===== src/rtl/seg_scan_display.sv =====
// Multiplexed 7-segment driver: valid/ready update path with hold-off, digit scan
// with inter-digit and leading-zero blanking. Define SEG_SCAN_DIMMING_EN for PWM brightness.
module seg_scan_display #(
  parameter int NUM_DIGITS   = 8,
  parameter int NUM_BANKS    = 2,
  parameter int REFRESH_DIV  = 65536,
  parameter int BLANK_CYCLES = 64,
  parameter int HOLD_CYCLES  = 50_000_000,
  parameter int ACTIVE_LOW   = 1
) (
  input  logic                      clk,
  input  logic                      reset_n,
  input  logic                      in_valid,
  output logic                      in_ready,
  input  logic [4*NUM_DIGITS-1:0]   in_value,
  input  logic [NUM_DIGITS-1:0]     in_dp,
  input  logic                      lz_blank_en,
  input  logic                      freeze,
`ifdef SEG_SCAN_DIMMING_EN
  input  logic [3:0]                brightness,
`endif
  output logic [7*NUM_BANKS-1:0]    seg,
  output logic [NUM_BANKS-1:0]      dp,
  output logic [NUM_DIGITS-1:0]     anode,
  output logic [4*NUM_DIGITS-1:0]   shown_value,
  output logic                      update_pulse
);

  localparam int DPB       = NUM_DIGITS / NUM_BANKS;
  localparam int SLOT_W    = $clog2(REFRESH_DIV);
  localparam int DIG_W     = (NUM_DIGITS > 1) ? $clog2(NUM_DIGITS) : 1;
  localparam int HOLD_INIT = (HOLD_CYCLES > 0) ? HOLD_CYCLES - 1 : 0;
  localparam int HOLD_W    = (HOLD_INIT > 0) ? $clog2(HOLD_INIT + 1) : 1;
  localparam logic INACT   = (ACTIVE_LOW != 0);
  localparam logic [SLOT_W-1:0] SLOT_LAST = SLOT_W'(REFRESH_DIV - 1);
  localparam logic [SLOT_W-1:0] BLANK_END = SLOT_W'(BLANK_CYCLES);
  localparam logic [DIG_W-1:0]  DIG_LAST  = DIG_W'(NUM_DIGITS - 1);
  localparam logic [HOLD_W-1:0] HOLD_LOAD = HOLD_W'(HOLD_INIT);

  function automatic logic [6:0] decode7(input logic [3:0] nib);
    logic [6:0] s;
    case (nib)
      4'h0: s = 7'h3F;  4'h1: s = 7'h06;  4'h2: s = 7'h5B;  4'h3: s = 7'h4F;
      4'h4: s = 7'h66;  4'h5: s = 7'h6D;  4'h6: s = 7'h7D;  4'h7: s = 7'h07;
      4'h8: s = 7'h7F;  4'h9: s = 7'h6F;  4'hA: s = 7'h77;  4'hB: s = 7'h7C;
      4'hC: s = 7'h39;  4'hD: s = 7'h5E;  4'hE: s = 7'h79;  default: s = 7'h71;
    endcase
    return s;
  endfunction

  function automatic logic [6:0] drive7(input logic [6:0] x);
    return (ACTIVE_LOW != 0) ? ~x : x;
  endfunction

  logic [4*NUM_DIGITS-1:0] shown_value_q, shown_value_d;
  logic [NUM_DIGITS-1:0]   dp_reg_q, dp_reg_d;
  logic [HOLD_W-1:0]       hold_cnt_q, hold_cnt_d;
  logic                    update_pulse_q, update_pulse_d;
  logic [SLOT_W-1:0]       slot_cnt_q, slot_cnt_d;
  logic [DIG_W-1:0]        digit_idx_q, digit_idx_d;
  logic [3:0]              snap_nib_q, snap_nib_d;
  logic                    snap_dp_q, snap_dp_d;
  logic                    snap_blank_q, snap_blank_d;
  logic [NUM_DIGITS-1:0]   anode_q, anode_d;
  logic [7*NUM_BANKS-1:0]  seg_q, seg_d;
  logic [NUM_BANKS-1:0]    dp_q, dp_d;
`ifdef SEG_SCAN_DIMMING_EN
  logic [3:0]              pwm_cnt_q, pwm_cnt_d;
`endif
  logic                    accept;
  logic [3:0]              live_nib;
  logic                    live_dp, live_blank;
  logic                    active_win, anode_on;

  assign in_ready = ~freeze & (hold_cnt_q == '0);
  assign accept   = in_valid & in_ready;

  // Update path: load on handshake, then hold off further updates
  always_comb begin
    shown_value_d  = shown_value_q;
    dp_reg_d       = dp_reg_q;
    hold_cnt_d     = hold_cnt_q;
    update_pulse_d = accept;
    if (accept) begin
      shown_value_d = in_value;
      dp_reg_d      = in_dp;
      if (HOLD_CYCLES > 0) hold_cnt_d = HOLD_LOAD;
    end else if (hold_cnt_q != '0) begin
      hold_cnt_d = hold_cnt_q - HOLD_W'(1);
    end
  end

  // Scan counters and per-slot snapshot of the selected digit
  always_comb begin
    logic zero_above;
    slot_cnt_d  = (slot_cnt_q == SLOT_LAST) ? '0 : slot_cnt_q + SLOT_W'(1);
    digit_idx_d = digit_idx_q;
    if (slot_cnt_q == SLOT_LAST)
      digit_idx_d = (digit_idx_q == DIG_LAST) ? '0 : digit_idx_q + DIG_W'(1);
    live_nib   = 4'h0;
    live_dp    = 1'b0;
    live_blank = 1'b0;
    zero_above = 1'b1;
    for (int d = NUM_DIGITS - 1; d >= 0; d--) begin
      zero_above = zero_above & (shown_value_q[4*d +: 4] == 4'h0);
      if (digit_idx_q == DIG_W'(d)) begin
        live_nib   = shown_value_q[4*d +: 4];
        live_dp    = dp_reg_q[d];
        live_blank = lz_blank_en & zero_above & (d != 0);
      end
    end
    snap_nib_d   = snap_nib_q;
    snap_dp_d    = snap_dp_q;
    snap_blank_d = snap_blank_q;
    if (slot_cnt_q == '0) begin
      snap_nib_d   = live_nib;
      snap_dp_d    = live_dp;
      snap_blank_d = live_blank;
    end
  end

  // Output stage: uses the snapshot as it stands this cycle so slot 0 is consistent
  always_comb begin
    anode_d    = {NUM_DIGITS{INACT}};
    seg_d      = {7*NUM_BANKS{INACT}};
    dp_d       = {NUM_BANKS{INACT}};
    active_win = (slot_cnt_q >= BLANK_END);
    anode_on   = active_win;
`ifdef SEG_SCAN_DIMMING_EN
    pwm_cnt_d  = pwm_cnt_q + 4'd1;
    anode_on   = active_win & (pwm_cnt_q < brightness);
`endif
    if (active_win) begin
      for (int d = 0; d < NUM_DIGITS; d++) begin
        if (digit_idx_q == DIG_W'(d)) begin
          if (anode_on) anode_d[d] = ~INACT;
          seg_d[7*(d/DPB) +: 7] = drive7(snap_blank_d ? 7'h00 : decode7(snap_nib_d));
          dp_d[d/DPB]           = snap_dp_d ^ INACT;
        end
      end
    end
  end

  always_ff @(posedge clk or negedge reset_n) begin
    if (!reset_n) begin
      shown_value_q  <= '0;
      dp_reg_q       <= '0;
      hold_cnt_q     <= '0;
      update_pulse_q <= 1'b0;
      slot_cnt_q     <= '0;
      digit_idx_q    <= '0;
      snap_nib_q     <= 4'h0;
      snap_dp_q      <= 1'b0;
      snap_blank_q   <= 1'b0;
      anode_q        <= {NUM_DIGITS{INACT}};
      seg_q          <= {7*NUM_BANKS{INACT}};
      dp_q           <= {NUM_BANKS{INACT}};
`ifdef SEG_SCAN_DIMMING_EN
      pwm_cnt_q      <= 4'd0;
`endif
    end else begin
      shown_value_q  <= shown_value_d;
      dp_reg_q       <= dp_reg_d;
      hold_cnt_q     <= hold_cnt_d;
      update_pulse_q <= update_pulse_d;
      slot_cnt_q     <= slot_cnt_d;
      digit_idx_q    <= digit_idx_d;
      snap_nib_q     <= snap_nib_d;
      snap_dp_q      <= snap_dp_d;
      snap_blank_q   <= snap_blank_d;
      anode_q        <= anode_d;
      seg_q          <= seg_d;
      dp_q           <= dp_d;
`ifdef SEG_SCAN_DIMMING_EN
      pwm_cnt_q      <= pwm_cnt_d;
`endif
    end
  end

  assign seg          = seg_q;
  assign dp           = dp_q;
  assign anode        = anode_q;
  assign shown_value  = shown_value_q;
  assign update_pulse = update_pulse_q;

endmodule

===== config.mk =====
export PLATFORM = sky130hd
export DESIGN_NAME = seg_scan_display
export DESIGN_NICKNAME = d
export VERILOG_FILES = /design/src/rtl/seg_scan_display.sv
export SDC_FILE = /design/constraint.sdc
export NUM_CORES = 1
export LEC_CHECK = 0
export CORE_ASPECT_RATIO = 1.4
export CORE_UTILIZATION = 30
export CTS_CLUSTER_DIAMETER = 50
export DETAILED_ROUTE_END_ITERATION = 7
export PLACE_DENSITY_LB_ADDON = 0.08
export SYNTH_ARGS = -nofsm -noshare
export SYNTH_HDL_FRONTEND = slang
export SYNTH_SLANG_ARGS = --single-unit

===== constraint.sdc =====
create_clock -name clk -period 3.49 [get_ports clk]
set_input_delay 0.8725 -clock clk [delete_from_list [all_inputs] [get_ports clk]]
set_output_delay 0.8725 -clock clk [all_outputs]
set_load 0.02 [all_outputs]

Yosys cells after proc, flatten, opt, wreduce, memory -nomap -nowiden:

Memory sizes are Yosys's and may differ from the RTL's.
Cells that the tools add are included.

* register bits after elaboration: 116
* memory bits (read-only): 896
* logic and storage cells: 151
* memories kept: 8

Memories
* (name not given): words 16, width 7, rd ports 1, clocked after Yosys merged registers in 0, wr ports 0, RTL line 42 `case (nib)`
* (name not given): words 16, width 7, rd ports 1, clocked after Yosys merged registers in 0, wr ports 0, RTL line 42
* (name not given): words 16, width 7, rd ports 1, clocked after Yosys merged registers in 0, wr ports 0, RTL line 42
* (name not given): words 16, width 7, rd ports 1, clocked after Yosys merged registers in 0, wr ports 0, RTL line 42
* (name not given): words 16, width 7, rd ports 1, clocked after Yosys merged registers in 0, wr ports 0, RTL line 42
* (name not given): words 16, width 7, rd ports 1, clocked after Yosys merged registers in 0, wr ports 0, RTL line 42
* +2 memories

* $add $sub $neg: 3
* $lt $le $gt $ge: 1
* eq/ne operators: 8
* muxes and demuxes: 82
* bitwise logic cells: 25
* reductions and logical operators: 12

Operators by type and width (count)
* two-way mux 7 bit: 32
* inverter 7 bit: 8
* two-way mux 26 bit: 2
* two-way mux 4 bit: 9
* two-way mux 1 bit: 34
* zero test 4 bit: 7
* zero test 26 bit: 1
* nonzero test 26 bit: 1
* subtractor 26 x 1 -> 26 bit (second input constant): 1
* adder 16 x 1 -> 16 bit (second input constant): 1
* == test 16 bit (second input constant): 1
* greater-or-equal comparator 16 x 7 -> 1 bit (second input constant): 1
* zero test 16 bit: 1
* two-way mux 16 bit: 1
* bitwise AND 1 bit: 15
* two-way mux 14 bit: 1
* == test 3 bit (second input constant): 4
* two-way mux 8 bit: 1
* == test 3 x 2 -> 1 bit (second input constant): 2
* adder 3 x 1 -> 3 bit (second input constant): 1
* == test 3 x 1 -> 1 bit (second input constant): 1
* zero test 3 bit: 1
* two-way mux 3 bit: 1
* two-way mux 2 bit: 1
* 2 further kinds: 3

Depth between registers and ports, before layout:

An unclocked memory read counts as a cell.

* depth in word-level cells: 20
* depth in mapped cells: 15
* mapped depth without buffers: 12

Worst setup path after synthesis:

OpenSTA, ideal clock, no wires.

* path type: flip-flop to flip-flop
* start: reg digit_idx_q[2]
* end: reg seg_q[12], in the netlist seg[12]
* library setup time: 0.108 ns
* data arrival time: 2.786 ns
* required time: 3.382 ns
* slack: 0.595 ns
* stages on the path, launching flop included: 15
* path buffers: 3
* clock period less this slack: 2.895 ns
* cells stage by stage: dfrtp_1 > buf_2 > inv_1 > clkbuf_1 > ha_1 > clkbuf_1 > o311ai_0 > a221oi_1 > a22oi_1 > inv_1 > ha_1 > inv_1 > o211ai_1 > o211ai_1 > nand4_1

* longest elaborated chain between the ends: 20
* elaborated cells between the ends (all ways): 51
* classes of those cells: eq/ne (7); mux (35); bitwise (4); reduce/logical (1); memory (4)

Ends and longest elaborated chain
* from (decl): RTL line 60 `logic [DIG_W-1:0] digit_idx_q, digit_idx_d;`
* from (signal assigned): RTL line 167 `digit_idx_q <= digit_idx_d;`
* == test 3 bit: RTL line 106 `if (digit_idx_q == DIG_W'(d)) begin`
* two-way mux 4 bit (7 in series): RTL line 106
* two-way mux 4 bit *: RTL line 106
* two-way mux 4 bit *: RTL line 115 `if (slot_cnt_q == '0) begin`
* via snap_nib_d[0]: RTL line 61 `logic [3:0] snap_nib_q, snap_nib_d;`
* memory read (16 x 7 bit)
* two-way mux 7 bit: RTL line 135 `if (digit_idx_q == DIG_W'(d)) begin`
* two-way mux 7 bit: RTL line 133 `if (active_win) begin`
* two-way mux 7 bit: RTL line 137 `seg_d[7*(d/DPB) +: 7] = drive7(snap_blank_d ? 7'h00 : decode7(snap_nib_d));`
* inverter 7 bit: RTL line 52 `return (ACTIVE_LOW != 0) ? ~x : x;`
* two-way mux 7 bit (3 in series): RTL line 135
* two-way mux 7 bit *: RTL line 135
* two-way mux 14 bit *: RTL line 133
* via seg_d[12]: RTL line 65 `logic [7*NUM_BANKS-1:0] seg_q, seg_d;`
* to (signal assigned): RTL line 156 `seg_q <= {7*NUM_BANKS{INACT}};`
* to (signal assigned): RTL line 172 `seg_q <= seg_d;`
* to (decl): RTL line 65

The timed path passes the listed nets; every way through them passes the cells marked *. The select of a mux whose other input is x is not followed.
A chain may end at the register's enable or synchronous reset.

Worst setup path in the final report:

* start: reg hold_cnt_q[0]
* end: out in_ready

* longest elaborated chain between the ends: 2

Ends and longest elaborated chain
* from (decl): RTL line 57 `logic [HOLD_W-1:0] hold_cnt_q, hold_cnt_d;`
* from (signal assigned): RTL line 164 `hold_cnt_q <= hold_cnt_d;`
* zero test 26 bit: RTL line 75 `assign in_ready = ~freeze & (hold_cnt_q == '0);`
* bitwise AND 1 bit: RTL line 75
* to (decl): RTL line 14 `output logic in_ready,`

Every way passes these cells.

==> results list <==
- Measured against its own limit, the worst slew margin works out to 0.4141.
* Final period utilization: 0.9374
- Clock transition at the registers of the reported paths: 0.06 ns
* Setup repair after global routing missed its margin: false
- Critical path required time: approximately 2.6 ns
- In the final routed layout, each cell accounts on average for about 16 µm.
- Dividing total power by cell area gives a power density of 461.3 nW/µm².
- First DRT Iteration DRCs: 282
* Top Family by Delay on Critical Path: simple AND/OR/NAND/NOR gates
* Achievable frequency: between 300 and 400 MHz
- From bottom edge to top edge, the die measures 166.4 µm.
- # rows: between 50 and 60
* Count of warnings emitted by yosys: 0
* Maximum single-stage delay on the critical path: 0.44 ns
* Min-delay worst type: flip-flop to flip-flop
- The startpoint identified for the worst register-to-register timing path is digit_idx_q[1].
* Antenna cell count: 0
* Final weighted congestion of routability-driven global placement: 0.8054
* Number of flops mapped to enable cells by yosys: 0
* Number of failing setup endpoints in the final timing report: 0
* Iteration count of the initial detailed-routing pass: 5
- Total power after layout: roughly 3.5 mW
- HPWL after DPL: 11,690 µm
- The share of the Yosys chip area taken by registers is 0.5066.
- Entering global routing, the biggest net connects 67 pins.
* Transition time at the pin with the least slew margin: 0.8788 ns
* Maximum fanout count along the critical path: 4
* Max Clock Skew: 0.01248 ns
* Crit path arrival time: 2.40 ns
* Horizontal die dimension: roughly 120 µm
- Result of the run: completed
- The max-slew violation total from the final report was 0.
* Hold path startpoint: snap_dp_q
- Layout cells sized above 1: 0.1288
- The final hold violation count was 0.
- Buffer and inverter count on the worst path: 2
- Portion of synthesized cell area occupied by the leading cell type: 0.3977
- Final core area utilization: 0.4090
- Die area: ~20,000 µm²
- TritonCTS clock tree: yes
- Area delta synth->final: 32.46%
- After synthesis, the share of flip-flops with an asynchronous set or reset is 1.000.
- Count of buffers from port buffering: 102
- Number of flip-flops and latches in the synthesized netlist: ~120
- The final layout contains routed wiring with a total length of 15,780 µm.
- Max-cap violations in this run came to 0.
- CP startpoint: hold_cnt_q[0]
* Filler cells: 1,918
- Counting distinct cell types in the post-synthesis netlist gives 64.
* Post-Route Setup TNS: 0 ns
- In this run the standard cell core region covers 18,750 µm².
* Fin crit period: around 3.3 ns
- Overall routing resource usage: 0.1694
* Post-synthesis instance total: 607
- After the last flow step, the layout net total stands at between 700 and 800.
* Storage cell area: between 2000 and 3000 µm²
- Critical path type: flip-flop to primary output
* Instance area after placement: 7109 µm²
- For this configuration, the core starts out at a cell density of 0.3088.
* Clock insertion delay at the later pin of the skew report: 0.42 ns
- The H-tree was split into 4 levels.
- Clock tree synthesis found a total of 116 sinks.
* Cell chain of the critical path: inv_1 -> ha_1 -> or3b_1 -> nor4_4 -> nand4_1 -> nor2_1 -> dlygate4sd2_1
- In this run the static leakage power is roughly 3.3 nW.
- DR DRC count: 0
* Post-synth top flop: dfrtp_1
- The tree is rooted in a clkbuf_16.
- 103 I/O pins were placed.
- Initial antenna violation count: 0
* Deepest clock path buffer count: 2
- Peak supply drop: 0.1810 mV
* Post-Synthesis Net Count: 664
- Via count: around 4,800
* Startpoint types: flip-flop
- Most area-hungry cell type in the Yosys netlist: dfrtp_1
- TritonCTS created 17 clock buffers.
- First-pass GRT wire length: 25,830 µm
- Summing every instance area after synthesis gives 5789 µm².
- Cell at the slowest stage of the critical path: or3b_1
- The total overflow left after global routing is 0.
* Avg Synthesized Cell Area: 9.538 µm²
- Finished layout cell area: about 7700 µm²
- Detailed-route vias per instance: 4.890
- The via count of the first global-routing pass came to 4,790.
- Number of nets still failing antenna checks after routing: 0
- The multi-input combinational cells in the finished layout cover a total of 2636 µm².
- Critical path capture point type: primary output
- After synthesis, the cell types taking the most area are dfrtp_1 (40%), dfstp_2 (11%), nand2_1 (9.7%).
==> routing by layer <==
metal  up-vias  routed length (µm)  GRT usage
met5         -                   0          0
met3        14                 485    0.03777
met2        96                8441     0.2993
met4         0                 243    0.06304
li1       2318                   -          -
met1      2335                6610     0.1983
==> synthesized netlist by cell type (3+ instances only) <==
cell type	instances
nand2_1	150
dfrtp_1	92
nor2_1	39
a21oi_1	24
dfstp_2	24
inv_1	18
o21ai_0	17
nor3_1	16
xnor2_1	16
nand3_1	15
nand4_1	15
buf_2	14
xor2_1	14
ha_1	12
nand2b_1	10
mux2i_1	8
nor4_1	8
o31ai_1	7
nor2b_1	6
o211ai_1	6
and2_1	5
buf_4	5
clkbuf_1	5
nand3b_1	5
o2111ai_1	5
or4_1	5
and3_1	4
o311ai_0	4
a21o_1	3
a221oi_1	3
a31oi_1	3
buf_1	3
o21bai_1	3
or3_1	3
or4_4	3
==> where the power goes <==
| group | internal (mW) | switching [mW] | total [mW] |
|---|---|---|---|
| clock | 0.981 | 0.622 | 1.60 |
| combinational | 0.183 | 0.195 | 0.378 |
| sequential | 1.43 | 0.126 | 1.56 |
==> placed cells by master, fill, tap and decap left out, drive strengths merged, types with 10 or more instances in the layout <==
| master | netlist | routed |
|---|---|---|
| a21oi | 25 | 25 |
| buf | 23 | 18 |
| clkbuf | 5 | 19 |
| clkdlybuf4s50 | 0 | 100 |
| dfrtp | 92 | 92 |
| dfstp | 24 | 24 |
| ha | 12 | 12 |
| inv | 19 | 22 |
| nand2 | 151 | 151 |
| nand2b | 10 | 10 |
| nand3 | 16 | 16 |
| nand4 | 16 | 16 |
| nor2 | 41 | 41 |
| nor3 | 17 | 17 |
| nor4 | 10 | 10 |
| o21ai | 18 | 18 |
| xnor2 | 16 | 16 |
| xor2 | 14 | 14 |
==> worst paths after layout <==
| path | to | slack, ns | depth (start not counted) |
|---|---|---|---|
| setup / recovery | in_ready | 0.22 | 7 |
| hold / removal | dp[1] | 0.44 | 1 |
| setup reg to reg | seg[8] | 0.50 | 11 |
| hold reg to reg | dp[1] | 0.44 | 1 |
| max in group asynchronous | seg[8] | 2.11 | 2 |
| min in group asynchronous | slot_cnt_q[14] | 0.57 | 1 |
==> layout make-up <==
type | count | share of cell area
sequential | 116 | 0.3824
multi-input combinational | 444 | 0.3438
timing repair buffer | 119 | 0.1526
clock buffer | 19 | 0.06200
tap | 244 | 0.03981
clock inverter | 13 | 0.01012
inverter | 19 | 0.009300
==> metrics by stage <==
stage | instances | hold slack (ns) | setup WS, ns
after floorplan | 607 | 0.3932 | 0.5955
after global placement | 941 | 0.4329 | 0.3857
after detailed placement | 941 | 0.4325 | 0.3558
after CTS | 974 | 0.4442 | 0.1905
after global routing | 974 | 0.4819 | 0.03958
final | 974 | 0.4443 | 0.2184
==> logic make-up (layout without fill, tap and decap cells) <==
family          after synthesis  count (layout)  share of synthesized area
xor+xnor                     30              30                    0.04539
buf+inv                      47             170                    0.03804
flops                       116             116                     0.5066
mux                          11              11                    0.02032
fa+ha+maj                    12              12                    0.02593
simple gates                305             305                     0.2656
compound gates               86              86                    0.09812
==> flip-flops by register name, summed over array words and instances (netlist names) <==
| register | cells |
|---|---|
| anode | 8 |
| digit_idx_q | 3 |
| dp | 2 |
| dp_reg_q | 8 |
| hold_cnt_q | 26 |
| seg | 14 |
| shown_value | 32 |
| slot_cnt_q | 16 |
| snap_blank_q | 1 |
| snap_dp_q | 1 |
| snap_nib_q | 4 |
| update_pulse | 1 |
==> timing repair <==
item / 4_1_cts / 5_1_grt
setup buffers: 1 / 0
gates resized for setup: 1 / 0
endpoints found under the setup margin: 1 / 0
hold buffers: 0 / 0
No activity file was read; power rests on OpenSTA's default activity.
